===== config.mk =====
export PLATFORM = sky130hd
export DESIGN_NAME = alu_op_sequencer
export DESIGN_NICKNAME = d
export VERILOG_FILES = /design/src/rtl/alu_op_sequencer.sv
export SDC_FILE = /design/constraint.sdc
export NUM_CORES = 1
export LEC_CHECK = 0
export CAP_MARGIN = 20
export CELL_PAD_IN_SITES_DETAIL_PLACEMENT = 1
export CELL_PAD_IN_SITES_GLOBAL_PLACEMENT = 2
export CORE_ASPECT_RATIO = 1.2
export CORE_UTILIZATION = 22
export CTS_CLUSTER_SIZE = 12
export DETAILED_ROUTE_END_ITERATION = 6
export PLACE_DENSITY_LB_ADDON = 0.25
export SETUP_SLACK_MARGIN = 0.5
export SLEW_MARGIN = 5
export SYNTH_ARGS = -nofsm -noshare
export SYNTH_HDL_FRONTEND = slang
export SYNTH_SLANG_ARGS = --single-unit

===== constraint.sdc =====
create_clock -name i_clock -period 2.05 [get_ports i_clock]
set_input_delay 0.3075 -clock i_clock [delete_from_list [all_inputs] [get_ports i_clock]]
set_output_delay 0.3075 -clock i_clock [all_outputs]
set_load 0.02 [all_outputs]

===== src/rtl/alu_op_sequencer.sv =====
// Multi-cycle sequencer between the CPU control unit and a combinational ALU.
// Latches one request, strobes one ALU control line for a settle window, then captures Z.
module alu_op_sequencer #(
    parameter int unsigned MULDIV_WAIT = 2,
    parameter int unsigned BASIC_WAIT  = 0
) (
    input  logic        i_clock,
    input  logic        i_reset,
    input  logic        i_start,
    input  logic [4:0]  i_opcode,
    input  logic [31:0] i_ra_data,
    input  logic [31:0] i_rb_data,
    input  logic        i_pc_inc_req,
    input  logic [31:0] i_pc_value,
    output logic [31:0] o_alu_a,
    output logic [31:0] o_alu_b,
    output logic [13:0] o_alu_ctl,
    input  logic [31:0] i_alu_chigh,
    input  logic [31:0] i_alu_clow,
    output logic [31:0] o_zlow,
    output logic [31:0] o_zhigh,
    output logic        o_busy,
    output logic        o_done,
    output logic        o_pc_done,
    output logic        o_illegal
);

    localparam int unsigned CtlAdd  = 13;
    localparam int unsigned CtlSub  = 12;
    localparam int unsigned CtlMul  = 11;
    localparam int unsigned CtlDiv  = 10;
    localparam int unsigned CtlAnd  = 9;
    localparam int unsigned CtlOr   = 8;
    localparam int unsigned CtlShr  = 7;
    localparam int unsigned CtlShra = 6;
    localparam int unsigned CtlShl  = 5;
    localparam int unsigned CtlRor  = 4;
    localparam int unsigned CtlRol  = 3;
    localparam int unsigned CtlNeg  = 2;
    localparam int unsigned CtlNot  = 1;
    localparam int unsigned CtlInc  = 0;

    typedef enum logic [1:0] {StIdle, StExec, StDone} state_e;

    state_e      r_state;
    logic [3:0]  r_cnt;
    logic [13:0] r_ctl;
    logic [31:0] r_a;
    logic [31:0] r_b;
    logic [31:0] r_zlow;
    logic [31:0] r_zhigh;
    logic        r_busy;
    logic        r_done;
    logic        r_pc_done;
    logic        r_illegal;

    logic [13:0] w_dec_ctl;
    logic [3:0]  w_dec_wait;

    always_comb begin
        w_dec_ctl = '0;
        case (i_opcode)
            5'b00011: w_dec_ctl[CtlAdd]  = 1'b1;
            5'b00100: w_dec_ctl[CtlSub]  = 1'b1;
            5'b00101: w_dec_ctl[CtlShr]  = 1'b1;
            5'b00110: w_dec_ctl[CtlShra] = 1'b1;
            5'b00111: w_dec_ctl[CtlShl]  = 1'b1;
            5'b01000: w_dec_ctl[CtlRor]  = 1'b1;
            5'b01001: w_dec_ctl[CtlRol]  = 1'b1;
            5'b01010: w_dec_ctl[CtlAnd]  = 1'b1;
            5'b01011: w_dec_ctl[CtlOr]   = 1'b1;
            5'b01111: w_dec_ctl[CtlMul]  = 1'b1;
            5'b10000: w_dec_ctl[CtlDiv]  = 1'b1;
            5'b10001: w_dec_ctl[CtlNeg]  = 1'b1;
            5'b10010: w_dec_ctl[CtlNot]  = 1'b1;
            default:  w_dec_ctl = '0;
        endcase

        if (w_dec_ctl[CtlMul] || w_dec_ctl[CtlDiv]) begin
            w_dec_wait = 4'(MULDIV_WAIT);
        end else if (|w_dec_ctl) begin
            w_dec_wait = 4'(BASIC_WAIT);
        end else begin
            w_dec_wait = 4'd0;
        end
    end

    // The latched strobe doubles as the op record: an all-zero strobe marks an illegal op.
    always_ff @(posedge i_clock) begin
        if (i_reset) begin
            r_state   <= StIdle;
            r_cnt     <= '0;
            r_ctl     <= '0;
            r_a       <= '0;
            r_b       <= '0;
            r_zlow    <= '0;
            r_zhigh   <= '0;
            r_busy    <= 1'b0;
            r_done    <= 1'b0;
            r_pc_done <= 1'b0;
            r_illegal <= 1'b0;
        end else begin
            case (r_state)
                StIdle: begin
                    if (i_pc_inc_req) begin
                        r_a     <= '0;
                        r_b     <= i_pc_value;
                        r_ctl   <= 14'b1 << CtlInc;
                        r_cnt   <= 4'd0;
                        r_busy  <= 1'b1;
                        r_state <= StExec;
                    end else if (i_start) begin
                        r_a     <= i_ra_data;
                        r_b     <= i_rb_data;
                        r_ctl   <= w_dec_ctl;
                        r_cnt   <= w_dec_wait;
                        r_busy  <= 1'b1;
                        r_state <= StExec;
                    end
                end
                StExec: begin
                    if (r_cnt == 4'd0) begin
                        if (r_ctl != '0) begin
                            r_zlow <= i_alu_clow;
                        end
                        if (r_ctl[CtlMul] || r_ctl[CtlDiv]) begin
                            r_zhigh <= i_alu_chigh;
                        end
                        r_ctl     <= '0;
                        r_done    <= ~r_ctl[CtlInc];
                        r_pc_done <= r_ctl[CtlInc];
                        r_illegal <= (r_ctl == '0);
                        r_state   <= StDone;
                    end else begin
                        r_cnt <= r_cnt - 4'd1;
                    end
                end
                StDone: begin
                    r_done    <= 1'b0;
                    r_pc_done <= 1'b0;
                    r_illegal <= 1'b0;
                    r_busy    <= 1'b0;
                    r_state   <= StIdle;
                end
                default: r_state <= StIdle;
            endcase
        end
    end

    assign o_alu_a   = r_a;
    assign o_alu_b   = r_b;
    assign o_alu_ctl = r_ctl;
    assign o_zlow    = r_zlow;
    assign o_zhigh   = r_zhigh;
    assign o_busy    = r_busy;
    assign o_done    = r_done;
    assign o_pc_done = r_pc_done;
    assign o_illegal = r_illegal;

endmodule


Word-level counts from Yosys, hierarchy flattened:

Cells that the tools add are included.
Widths: inputs -> output; s select.

* $add $sub $neg: 1
* eq/ne operators: 18
* multiplexer cells: 39
* bitwise logic cells: 1
* reduce and logical (&&, ||, !) cells: 18

Operators with widths (count)
* $mux 32: 4
* $mux 14: 3
* $pmux 14 s2: 1
* $eq 5x4->1 const B: 5
* $eq 5x3->1 const B: 4
* $mux 1: 18
* $eq 5x5->1 const B: 3
* $logic_not 14->1: 1
* $reduce_bool 14->1: 1
* $mux 4: 3
* $reduce_and 3->1: 4
* $mux 2: 4
* $pmux 1 s2: 4
* $pmux 4 s2: 1
* $reduce_and 2->1: 4
* $reduce_bool 2->1: 4
* $eq 5x2->1 const B: 1
* $logic_not 4->1: 1
* $ne 2x2->1 const B: 2
* $pmux 2 s2: 1
* $sub 4x1->4 const B: 1
* $ne 3x3->1 const B: 1
* $eq 2x1->1 const B: 1
* $eq 2x2->1 const B: 1
* 3 further kinds: 4

* register bits after elaboration: 152
* bits of input ports: 169
* output and inout port bits: 146
* word-level logic and storage cells: 88

Longest topological paths before layout:

Gate-level depths: netlist of the first run.

* depth in word-level cells: 7
* depth in mapped cells: 8
* mapped depth without buffers: 6

Worst setup path before layout of the first run:

OpenSTA, ideal clock, no wires.

* path kind: reg-to-reg
* from: register r_cnt[0]
* to: register r_zhigh[1] (netlist: o_zhigh[1])
* library setup time: 132 ps
* arrival: 1656 ps
* data required time: 1918 ps
* path slack: 262 ps
* cell stages (with the launch flop): 9
* buffers on the path: 2
* period minus slack after synthesis: 1788 ps
* cell sequence: dfxtp_1 inv_1 ha_1 or3b_4 or3_1 buf_2 buf_6 nand2_1 a21oi_1

* longest elaborated chain between the ends: 2

RTL lines
* start, declared: line 46 `logic [3:0] r_cnt;`
* start signal, assigned: line 116 `r_cnt <= w_dec_wait;`
* start signal, assigned: line 135 `r_cnt <= r_cnt - 4'd1;`
* $logic_not 4->1: line 122 `if (r_cnt == 4'd0) begin`
* $reduce_and 3->1 (no line)
* end signal, assigned: line 127 `r_zhigh <= i_alu_chigh;`
* end, declared: line 51 `logic [31:0] r_zhigh;`

Every way passes these cells.
A chain may end at the register's enable or synchronous reset.

Final worst setup path of the first run:

* from: register r_cnt[0]
* to: register r_zhigh[28] (netlist: o_zhigh[28])

The elaborated chain is that of the path after synthesis.

==> run metrics, run 1 <==
M3 GR Usage 0.04013; clock sinks 152; Worst Tran Pin Value 0.5354 ns; CP startpoint kind flip-flop; pre-CTS WS -0.06683 ns; LEAKAGE 4.570 nW; Worst R2R End o_zhigh[28]; Reg clk slew, reported paths 0.06 ns; port bufs 314; hold_ws 0.2648 ns; DRT antenna net count 0; status complete, but fails checks; n_diodes 0; syn_area_per_cell 9.707 µm²; chip width 152.5 µm; FF+latch count, synth 152; cell internal pwr 6.057 mW; DR DRC count 12; r2r worst-path depth 7; CTS tree yes; Final #Nets 1,127; Critical Path AT 2.12 ns; Net Sw Power 2.352 mW; crit path capture type flip-flop; total track usage 0.1530; Final min period 1.829 ns; final hold violations 0; Syn Nets 786; ratio of cells with drive above 1 in the final layout 0.1560; DRT iter0 DRCs 148; Setup crit end o_zhigh[28]; clk_lat worst skew 0.42 ns; root buf cell clkbuf_16; final setup fails 0; H-Tree Depth 4; Final Skew 0.01041 ns; met2 GRT Util 0.2776; sequential power share 0.390; Worst Hold Launch i_pc_inc_req; drt first pass iters 7; cts hold-fix bufs 0; PnR worst setup slack 0.2214 ns; Synth-to-Final Area Change 79.01%; most used routing layer met2; Core Util, Final 0.4037; sw frac 0.2797; CTS Buf Count 17; Max VDD drop 0.0004698 V; RSZ-0062 raised after global routing true; Synth cell types 38; met1 usage 0.1761; number of global-route vias before repair 5,928; post-synthesis sequential area ratio 0.5089; crit share post-route 0.8920; final slew viol count 0; Worst EP required 2.34 ns; post-synthesis instance area 0.005979 mm²; yosys synthesis warning count 0; Power Density 785.6 mW/mm²; I/O pin cnt 315; worst min path class in2reg; Post-Synthesis Cells 616; num rows 65; CP max FO 8; RR Startpoint r_cnt[0]; Clk network pwr share 0.377; Die Y-Extent 182.6 µm; GRT overflow 0; Via density 4.401; Die ar. 0.02784 mm²; initial antenna violation count 0; WL/cell 16.53 µm; first-pass GRT wire length 33,210 µm; failing checks DRC; Clock Tree Buf Depth 2; Detailed Place HPWL 14,600 µm; GP Congestion 0.6808; vias post-DR 5,734; Routed WL 21,540 µm; largest net degree at the start of global routing 97; f_max 546.9 MHz; max_cap viols 0; combinational share of power 0.232; R2R setup slack 0.22 ns; crit path kind reg2reg; initial core utilization 0.2255; Core ar. 0.02651 mm²; Slew HR 0.6430; Setup crit start r_cnt[0]; Filler cells 3,022
## cell families after synthesis
logic type	after synthesis	share of synthesized area
compound gates	121	0.1461
fa+ha+maj	1	0.002092
flops	152	0.5089
mux	66	0.1105
simple gates	228	0.1906
buf+inv	48	0.04185
## power groups by stage
stage | logic [mW] | registers (mW) | clock network, mW
2_1_floorplan | 0.637 | 3.57 | 0
3_3_place_gp | 1.87 | 3.34 | 0
3_5_place_dp | 1.87 | 3.34 | 0
4_1_cts | 1.94 | 3.28 | 3.32
5_1_grt | 2.11 | 3.31 | 3.43
6_report | 1.95 | 3.28 | 3.17
## stage by stage
step                      TNS (ns)  power, mW  area [µm²]  instances
after detailed placement  -0.06683      5.216        9612       1241
after global routing             0      8.849       10700       1303
after CTS                        0      8.531       10480       1292
final                            0      8.409       10700       1303
after floorplan                  0      4.203        5996        616
after global placement    -0.05066      5.206        9612       1241
## per-layer routing
metal / vias up / wire length (µm)
met2: 163 / 11240
met3: 13 / 1261
met1: 2729 / 8804
met5: - / 0
met4: 0 / 228
li1: 2829 / -
## final cells by class
type                            instances  area (µm²)  share of cell area
Timing Repair Buffer                  368        3674              0.3432
Clock buffer                           20       467.9             0.04372
Clock inverter                         10       118.9             0.01110
Tap cell                              335       419.2             0.03916
Sequential cell                       152        3053              0.2852
Inverter                                2       7.507           0.0007013
Multi-Input combinational cell        416        2964              0.2769
## worst max-delay path, stage by stage (launching register included)
cell     delay (ns)
dfxtp_2        0.33
inv_2          0.07
ha_4           0.13
or3b_4         0.38
or3_4          0.47
buf_12         0.19
nand2_2        0.07
a21oi_2        0.05
## repair_timing
action	in CTS	in global routing
cloned	5	4
buffers inserted	16	7
resized for setup	204	22
setup endpoints to repair	259	117
pin swaps	19	24
## cell usage in the layout, fill, tap and decap left out, drive strengths merged, types with 4 or more instances in the layout
cell type and n:
clkdlybuf4s50 166, dfxtp 152, dlygate4sd2 144, nand2 72
mux2i 66, nand2b 66, nor2 57, buf 52
a21oi 37, a211oi 34, a22o 32, clkbuf 25
a22oi 12, nor2b 5, nor3 5, nand3 4
nor4 4, clkinv 4
## cell usage after synthesis
cell / number / area [µm²]
dfxtp_1: 152 / 3043
nand2_1: 71 / 266.5
mux2i_1: 66 / 660.6
nand2b_1: 66 / 412.9
nor2_1: 56 / 210.2
a21oi_1: 37 / 185.2
a211oi_1: 33 / 247.7
a22o_1: 32 / 280.3
buf_2: 20 / 100.1
clkbuf_1: 15 / 56.30
a22oi_1: 11 / 82.58
buf_6: 6 / 67.56
buf_1: 5 / 18.77
nor2b_1: 5 / 31.28
nand3_1: 4 / 20.02
nor4_1: 4 / 25.02
nor3_1: 3 / 15.01
or3_1: 3 / 18.77
a21boi_0: 2 / 15.01
and4_1: 2 / 17.52
inv_1: 2 / 7.510
nand3b_1: 2 / 15.01
nor3_2: 2 / 20.02
o21ai_0: 2 / 10.01
or4_1: 2 / 15.01
a211oi_2: 1 / 12.51
a22oi_2: 1 / 12.51
a31oi_1: 1 / 6.260
a31oi_4: 1 / 21.27
ha_1: 1 / 12.51
nand2_2: 1 / 6.260
nand4b_1: 1 / 8.760
nand4bb_1: 1 / 11.26
nor2_2: 1 / 6.260
nor3b_2: 1 / 12.51
or2_2: 1 / 6.260
or3b_4: 1 / 11.26
or4b_1: 1 / 10.01
## worst min-delay path by stage
stage | end | slack (ns) | depth (start not counted)
2_1_floorplan | o_alu_a[23] | 0.43 | 1
3_3_place_gp | o_zhigh[0] | 0.44 | 2
3_5_place_dp | o_zhigh[23] | 0.45 | 2
4_1_cts | o_alu_ctl[0] | 0.26 | 3
5_1_grt | o_alu_ctl[0] | 0.28 | 3
6_report | o_alu_ctl[0] | 0.26 | 3
## sequential cells by signal, indices dropped and copies added (netlist names), 2 cells and up
register / count
o_alu_ctl: 14
r_cnt: 4
o_zhigh: 32
o_alu_a: 32
r_state: 2
o_alu_b: 32
o_zlow: 32
No activity file was read; power rests on OpenSTA's default activity.
==> inputs of run 2 (changes only) <==
--- a/config.mk
+++ b/config.mk
@@ -10,6 +10,7 @@
 export CELL_PAD_IN_SITES_GLOBAL_PLACEMENT = 2
 export CORE_ASPECT_RATIO = 1.2
 export CORE_UTILIZATION = 22
+export CTS_CLUSTER_DIAMETER = 30
 export CTS_CLUSTER_SIZE = 12
 export DETAILED_ROUTE_END_ITERATION = 6
 export PLACE_DENSITY_LB_ADDON = 0.25
==> results of run 2 <==
No change in the layout: final DEF, timing and power equal those of run 1.
==> inputs of run 3 (changes only) <==
--- a/config.mk
+++ b/config.mk
@@ -13,6 +13,7 @@
 export CTS_CLUSTER_DIAMETER = 30
 export CTS_CLUSTER_SIZE = 12
 export DETAILED_ROUTE_END_ITERATION = 6
+export HOLD_SLACK_MARGIN = 0.02
 export PLACE_DENSITY_LB_ADDON = 0.25
 export SETUP_SLACK_MARGIN = 0.5
 export SLEW_MARGIN = 5
==> results of run 3 <==
No change in the layout: final DEF, timing and power equal those of run 1.
